$ cat config.mk
export PLATFORM = sky130hd
export DESIGN_NAME = register_file_mp
export DESIGN_NICKNAME = d
export VERILOG_FILES = /design/src/rtl/register_file_mp.sv
export SDC_FILE = /design/constraint.sdc
export NUM_CORES = 1
export LEC_CHECK = 0
export CORE_ASPECT_RATIO = 0.75
export CORE_MARGIN = 1.5
export CORE_UTILIZATION = 61
export DETAILED_ROUTE_END_ITERATION = 6
export HOLD_SLACK_MARGIN = 0.1
export PLACE_DENSITY = 0.82
export SLEW_MARGIN = 20
export SYNTH_ARGS = -nofsm -noshare
export SYNTH_HDL_FRONTEND = slang
export SYNTH_SLANG_ARGS = --single-unit
$ cat constraint.sdc
create_clock -name clk -period 6.2 [get_ports clk]
set_input_delay 1.24 -clock clk [delete_from_list [all_inputs] [get_ports clk]]
set_output_delay 1.24 -clock clk [all_outputs]
set_load 0.1 [all_outputs]
$ cat src/rtl/register_file_mp.sv
// Multi-port register file: 3 registered reads, 2 writes, PC read-through, init sweep.
// Optional RF_BYPASS_EN selects write-first forwarding; undefined gives read-first.
module register_file_mp #(
    parameter int                 DATA_W  = 32,
    parameter int                 ADDR_W  = 4,
    parameter int                 PC_IDX  = 15,
    parameter logic [DATA_W-1:0]  RST_VAL = '0
) (
    input  logic              clk,
    input  logic              rst,
    input  logic [ADDR_W-1:0] RA1,
    input  logic [ADDR_W-1:0] RA2,
    input  logic [ADDR_W-1:0] RA3,
    input  logic              WE3,
    input  logic [ADDR_W-1:0] WA3,
    input  logic [DATA_W-1:0] WD3,
    input  logic              WE4,
    input  logic [ADDR_W-1:0] WA4,
    input  logic [DATA_W-1:0] WD4,
    input  logic [DATA_W-1:0] R15,
    output logic [DATA_W-1:0] RD1,
    output logic [DATA_W-1:0] RD2,
    output logic [DATA_W-1:0] RD3,
    output logic              READY
);

    localparam int                NUM_REGS = 2 ** ADDR_W;
    localparam logic [ADDR_W-1:0] PC_A     = ADDR_W'(PC_IDX);
    localparam logic [ADDR_W-1:0] LAST     = ADDR_W'(NUM_REGS - 1);

    typedef enum logic {
        ST_INIT,
        ST_RUN
    } state_t;

    state_t              state_q, state_d;
    logic [ADDR_W-1:0]   cnt_q, cnt_d;
    logic                ready_q, ready_d;
    logic [DATA_W-1:0]   regs_q [NUM_REGS];
    logic [DATA_W-1:0]   rd_q [3];
    logic [DATA_W-1:0]   rd_d [3];
    logic [ADDR_W-1:0]   ra [3];
    logic                we3_eff;
    logic                we4_eff;

    assign ra[0] = RA1;
    assign ra[1] = RA2;
    assign ra[2] = RA3;

    // Port A always wins a same-address collision, so port B drops out.
    assign we3_eff = WE3 && (state_q == ST_RUN) && (WA3 != PC_A);
    assign we4_eff = WE4 && (state_q == ST_RUN) && (WA4 != PC_A)
                     && !(WE3 && (WA3 == WA4));

    // Sweep sequencing: INIT clears one register per cycle, then RUN.
    always_comb begin
        state_d = state_q;
        cnt_d   = cnt_q;
        ready_d = ready_q;
        unique case (state_q)
            ST_INIT: begin
                cnt_d = cnt_q + ADDR_W'(1);
                if (cnt_q == LAST) begin
                    state_d = ST_RUN;
                    ready_d = 1'b1;
                end
            end
            ST_RUN: begin
                state_d = ST_RUN;
            end
        endcase
    end

    // FSM state, sweep counter and READY flag.
    always_ff @(posedge clk) begin
        if (rst) begin
            state_q <= ST_INIT;
            cnt_q   <= '0;
            ready_q <= 1'b0;
        end else begin
            state_q <= state_d;
            cnt_q   <= cnt_d;
            ready_q <= ready_d;
        end
    end

    // Storage: sweep clear in INIT, port writes in RUN; rst leaves contents alone.
    always_ff @(posedge clk) begin
        if (!rst) begin
            if (state_q == ST_INIT) begin
                regs_q[cnt_q] <= RST_VAL;
            end else begin
                if (we4_eff) regs_q[WA4] <= WD4;
                if (we3_eff) regs_q[WA3] <= WD3;
            end
        end
    end

    // Next read data per port; PC index always reflects the live R15 input.
    always_comb begin
        for (int p = 0; p < 3; p++) begin
            rd_d[p] = regs_q[ra[p]];
`ifdef RF_BYPASS_EN
            if (we4_eff && (WA4 == ra[p])) rd_d[p] = WD4;
            if (we3_eff && (WA3 == ra[p])) rd_d[p] = WD3;
`endif
            if (ra[p] == PC_A) rd_d[p] = R15;
            if (state_q != ST_RUN) rd_d[p] = '0;
        end
    end

    // Registered read outputs, one cycle of latency.
    always_ff @(posedge clk) begin
        for (int p = 0; p < 3; p++) begin
            if (rst) rd_q[p] <= '0;
            else     rd_q[p] <= rd_d[p];
        end
    end

    assign RD1   = rd_q[0];
    assign RD2   = rd_q[1];
    assign RD3   = rd_q[2];
    assign READY = ready_q;

endmodule

== After elaboration in Yosys (flattened, before gate mapping) ==
Memory sizes are Yosys's and may differ from the RTL's.
Cells that the tools add are included.

* Eq/ne operators: 7
* Reductions and logical operators: 9
* Bitwise gates (word level): 4
* Add/sub/neg operators: 1
* Shift-type cells: 0
* Order comparisons: 0
* Multiply operators: 0
* Div/mod/pow operators: 0
* Muxes and demuxes: 28

{| class="wikitable"
|+ Operators by type and width
! operator !! count
|-
| $mux 32 || 10
|-
| $reduce_or 32->1 || 1
|-
| $eq 4x4->1 const B || 4
|-
| $mux 1 || 16
|-
| $ne 4x4->1 const B || 2
|-
| $logic_and 1x1->1 || 6
|-
| $add 4x1->4 const B || 1
|-
| $eq 4x4->1 || 1
|-
| $mux 4 || 1
|-
| $or 1x1->1 || 3
|-
| $pmux 1 s2 || 1
|-
| $reduce_and 2->1 || 1
|-
| $logic_not 1->1 || 1
|-
| $not 1->1 || 1
|}

* Bits in writable memories: 608
* Bits in latches: 0
* Bits of input ports: 120
* Output and inout port bits: 97
* Memories kept: 2
* ROM bits: 0
* Register bits: 6
* Logic and storage cells: 54

{| class="wikitable"
|+ Memories
! memory !! words !! bits a word !! rd ports !! clocked after memory_dff !! wr ports !! RTL line !! source
|-
| regs_q || 16 || 32 || 3 || 0 || 2 || 39 || <nowiki>logic [DATA_W-1:0] regs_q [NUM_REGS];</nowiki>
|-
| rd_q || 3 || 32 || 3 || 0 || 3 || 40 || <nowiki>logic [DATA_W-1:0] rd_q [3];</nowiki>
|}

== Longest topological paths before layout ==
* Word-level depth: 10
* Mapped depth: 9
* Gate-level depth less buffers: 6

== Worst setup path before layout ==
OpenSTA, ideal clock, no wires.

* Kind: input -> register
* From: input port rst
* To: memory regs_q[0][0], enable pin
* Path buffers: 1
* Required time: 5.730 ns
* Stages on the path: 6
* Data arrival time: 4.700 ns
* Path slack: 1.030 ns
* Library setup time: 0.470 ns
* Cells stage by stage: nor2b_1 > buf_2 > nand2_1 > a21oi_1 > nand2_1 > o31ai_1

{| class="wikitable"
|+ RTL lines
! item !! RTL line !! source
|-
| start, declared || 10 || <nowiki>input logic rst,</nowiki>
|-
| end, declared || 39 ||
|}

==> impl_metrics.toml <==
[sta]
fin_skew_ns = 0.0167
setup_viol = 0
timing.hold.ws_ns = 0.502
max_frequency_ghz = 0.220
period_needed_ns = 4.54
totalNegativeSetupSlack_ns = 0
final_count_of_pins_violating_max_slew = 0
share_of_the_clock_period_used_by_the_worst_path_after_layout_pct = 73.1
slew-limit-headroom_pct = 20.1
rsz_0062_raised_after_global_routing = "no"
worst_slew_pin_slew_ns = 1.20
hold_viol_final = 0

[global_route]
first_pass_grt_wire_length_um = 168000
grt_overflow_total = 0
grt_start_max_net_pins = 98
grt_pass1_vias = 26900
globalRouteTotalUtil_pct = 37.9
antenna_found_initial = 4

[floorplan]
start_util_pct = 62.1
io-pin-count = 217
floorplan.die_area_mm2 = 0.0603
die_w_um = 283
die_height_um = 213
rows = 76
placeableCoreArea_mm2 = 0.0577

[logic_synthesis]
yosysMostFrequentCell = "sky130_fd_sc_hd__o21ai_0"
postSynthRegisterBits = 614
synth.area.top_cells = "sky130_fd_sc_hd__edfxtp_1 (43%), sky130_fd_sc_hd__mux4_2 (24%), sky130_fd_sc_hd__o21ai_0 (7.2%)"
syn_avg_cell_area_um2 = 12.8
ys_dominant_reg_cell = "sky130_fd_sc_hd__edfxtp_1"
async_flop_share_pct = 0
synth.cell_area_mm2 = 0.0359
ys.warnings.count = 0
synth_nets = 2916
synth_top_area_share_pct = 42.9
post_synth_most_frequent_cells = "sky130_fd_sc_hd__o21ai_0 (516), sky130_fd_sc_hd__edfxtp_1 (512), sky130_fd_sc_hd__nand2_1 (426)"
synth_edf_count = 512
synth_sequential_area_ratio_pct = 48.6
syn_inst = 2795
synthDominantAreaCellType = "sky130_fd_sc_hd__edfxtp_1"
synthDistinctLibCells = 48

[clock_network]
clockRootBuffer = "sky130_fd_sc_hd__clkbuf_16"
clock_sink_count = 614
holdBufCountCts = 0
tritoncts = "built"
clock_latency_ns = 0.64
cts-htree-levels = 2
path_clk_slew_ns = 0.06
numCtsBuffers = 59
clk_path_buf_depth = 3
post_cts_resize_count = 0
post_cts_repair_timing_setup_buffer_count = 0

[status]
run_status = "complete, no violations"

[critical_path]
worstSetupEndpointType = "flop"
critical-path-max-stage-delay_ns = 0.85
critical_path_class = "in2reg"
worst-endpoint-arrival_ns = 4.91
start_kind = "input port"
worst-path-max-fanout = 19
crit_path_cell_trace = "clkdlybuf4s50_1, xor2_1, nor3_1, a21oi_4, a2bb2oi_1, o22ai_4, buf_16, buf_4"
worstPathRequired_ns = 6.58
timing.critical_path.slowest_stage_cell = "sky130_fd_sc_hd__a2bb2oi_1"

[cells_and_area]
stdcell_count = 3666
area_overhead_of_the_layout_relative_to_synthesis_pct = 12.9
fin_nets = 2957
fill_cells = 3724
share_of_post_route_cells_with_drive_strength_above_1_pct = 23.3
final_core_utilization_pct = 70.1

[pwr]
power-per-cell-area_mw_per_mm2 = 216
maximum_vdd_drop_mv = 0.221
static-leakage-power_nw = 14.6

[drt]
route.detailed.drc = 0
postRouteAntennaNets = 0
routed_via_density = 7.50
initialDrtViolationCount = 5125
post_drt_wl_per_cell_um = 31.2
drt_wl_total_um = 114000
drtPass1Iterations = 7
detailroute.via_count = 27500

[placement]
port-buffer-count = 216
placed_cells = 3548
dpl_wire_length_um = 68100
finalWeightedCongestion = 0.910

[worst_hold_path]
min_delay_worst_type = "reg2reg"

[flow_run]
max_cap_viols = 0
[through the flow]
step	area, um^2	setup WS (ns)	power [mW]
global placement	38500	1.16	5.32
global route	40500	1.56	8.92
finish	40500	1.66	8.76
CTS	40300	1.68	8.71
floorplan	35900	1.03	5.06
detailed placement	38500	1.02	5.33
[critical path: cells and delay by family]
family	cells	cell delay, ns
buffers and inverters	3	1.34
AO/OA/AOI/OAI	3	1.95
AND/OR/NAND/NOR	1	0.14
XOR/XNOR	1	0.23
[layer usage]
layer  part of all wire (%)  wire (um)  GRT usage (%)  up-vias
met2                     45      51400           57.1     2850
li1                       -          -              -    10900
met4                    5.0       5740           18.2        6
met1                     33      37700           50.1    13200
met5                  0.079         90              0        -
met3                     17      19500           12.7      498
[power by group]
| part | total [mW] | internal (mW) | switching (mW) |
|---|---|---|---|
| registers | 4.48 | 4.45 | 0.0261 |
| logic | 0.797 | 0.359 | 0.438 |
| clock network | 3.48 | 1.86 | 1.62 |
[flip-flops by register name, indices dropped and copies added, names as in the netlist]
signal / cells
cnt_q: 4
READY: 1
state_q: 1
regs_q: 512
rd_q: 96
[layout make-up]
cell class / count / area (um^2) / area share, %
diodes: 2 / 5.00 / 0.0124
clock buffers: 78 / 1570 / 3.88
clock inverters: 31 / 219 / 0.541
inverters: 35 / 131 / 0.324
multi-input cells: 1843 / 17300 / 42.8
flip-flops and latches: 614 / 17400 / 43.0
well taps: 780 / 976 / 2.41
repair buffers: 283 / 2840 / 7.01
[cells in the final DEF (no fill, tap or decap), types with 3 or more instances in the layout]
master / n
sky130_fd_sc_hd__edfxtp_1: 512
sky130_fd_sc_hd__buf_12: 5
sky130_fd_sc_hd__clkbuf_1: 18
sky130_fd_sc_hd__mux2i_1: 160
sky130_fd_sc_hd__nand2b_1: 5
sky130_fd_sc_hd__a31oi_1: 4
sky130_fd_sc_hd__o31ai_4: 3
sky130_fd_sc_hd__clkinv_1: 13
sky130_fd_sc_hd__nand2_1: 426
sky130_fd_sc_hd__buf_4: 61
sky130_fd_sc_hd__nand4_1: 4
sky130_fd_sc_hd__clkdlybuf4s50_1: 206
sky130_fd_sc_hd__nor2_1: 77
sky130_fd_sc_hd__a21oi_1: 65
sky130_fd_sc_hd__clkinv_2: 12
sky130_fd_sc_hd__mux4_2: 382
sky130_fd_sc_hd__nand3b_1: 3
sky130_fd_sc_hd__nand3_1: 3
sky130_fd_sc_hd__xor2_1: 5
sky130_fd_sc_hd__clkbuf_16: 60
sky130_fd_sc_hd__o22ai_4: 8
sky130_fd_sc_hd__nand3_2: 3
sky130_fd_sc_hd__o211a_1: 33
sky130_fd_sc_hd__buf_16: 6
sky130_fd_sc_hd__nor2b_1: 4
sky130_fd_sc_hd__o21ai_0: 513
sky130_fd_sc_hd__inv_1: 35
sky130_fd_sc_hd__clkbuf_8: 3
sky130_fd_sc_hd__mux2_2: 96
sky130_fd_sc_hd__nor2_4: 11
sky130_fd_sc_hd__o21ai_4: 3
sky130_fd_sc_hd__dfxtp_1: 102
[worst paths after layout]
kind         startpoint       endpoint  slack [ns]  cells after the start
max reg2reg     state_q  regs_q[4][28]        2.49                      7
min               READY          READY        0.50                      2
max              WA3[2]  regs_q[4][28]        1.66                      8
min reg2reg       READY          READY        0.50                      2
[logic make-up (layout without fill, tap and decap cells)]
group / Yosys count / after routing / share of synthesized area (%)
AO/OA/AOI/OAI: 643 / 643 / 9.62
XOR/XNOR: 7 / 7 / 0.171
adder cells (fa/ha/maj): 1 / 1 / 0.0349
buffers and inverters: 338 / 427 / 3.95
flip-flops: 614 / 614 / 48.6
multiplexers: 638 / 638 / 31.5
other: 0 / 2 / 0
AND/OR/NAND/NOR: 554 / 554 / 6.21
(Power assumes the default switching activity.)
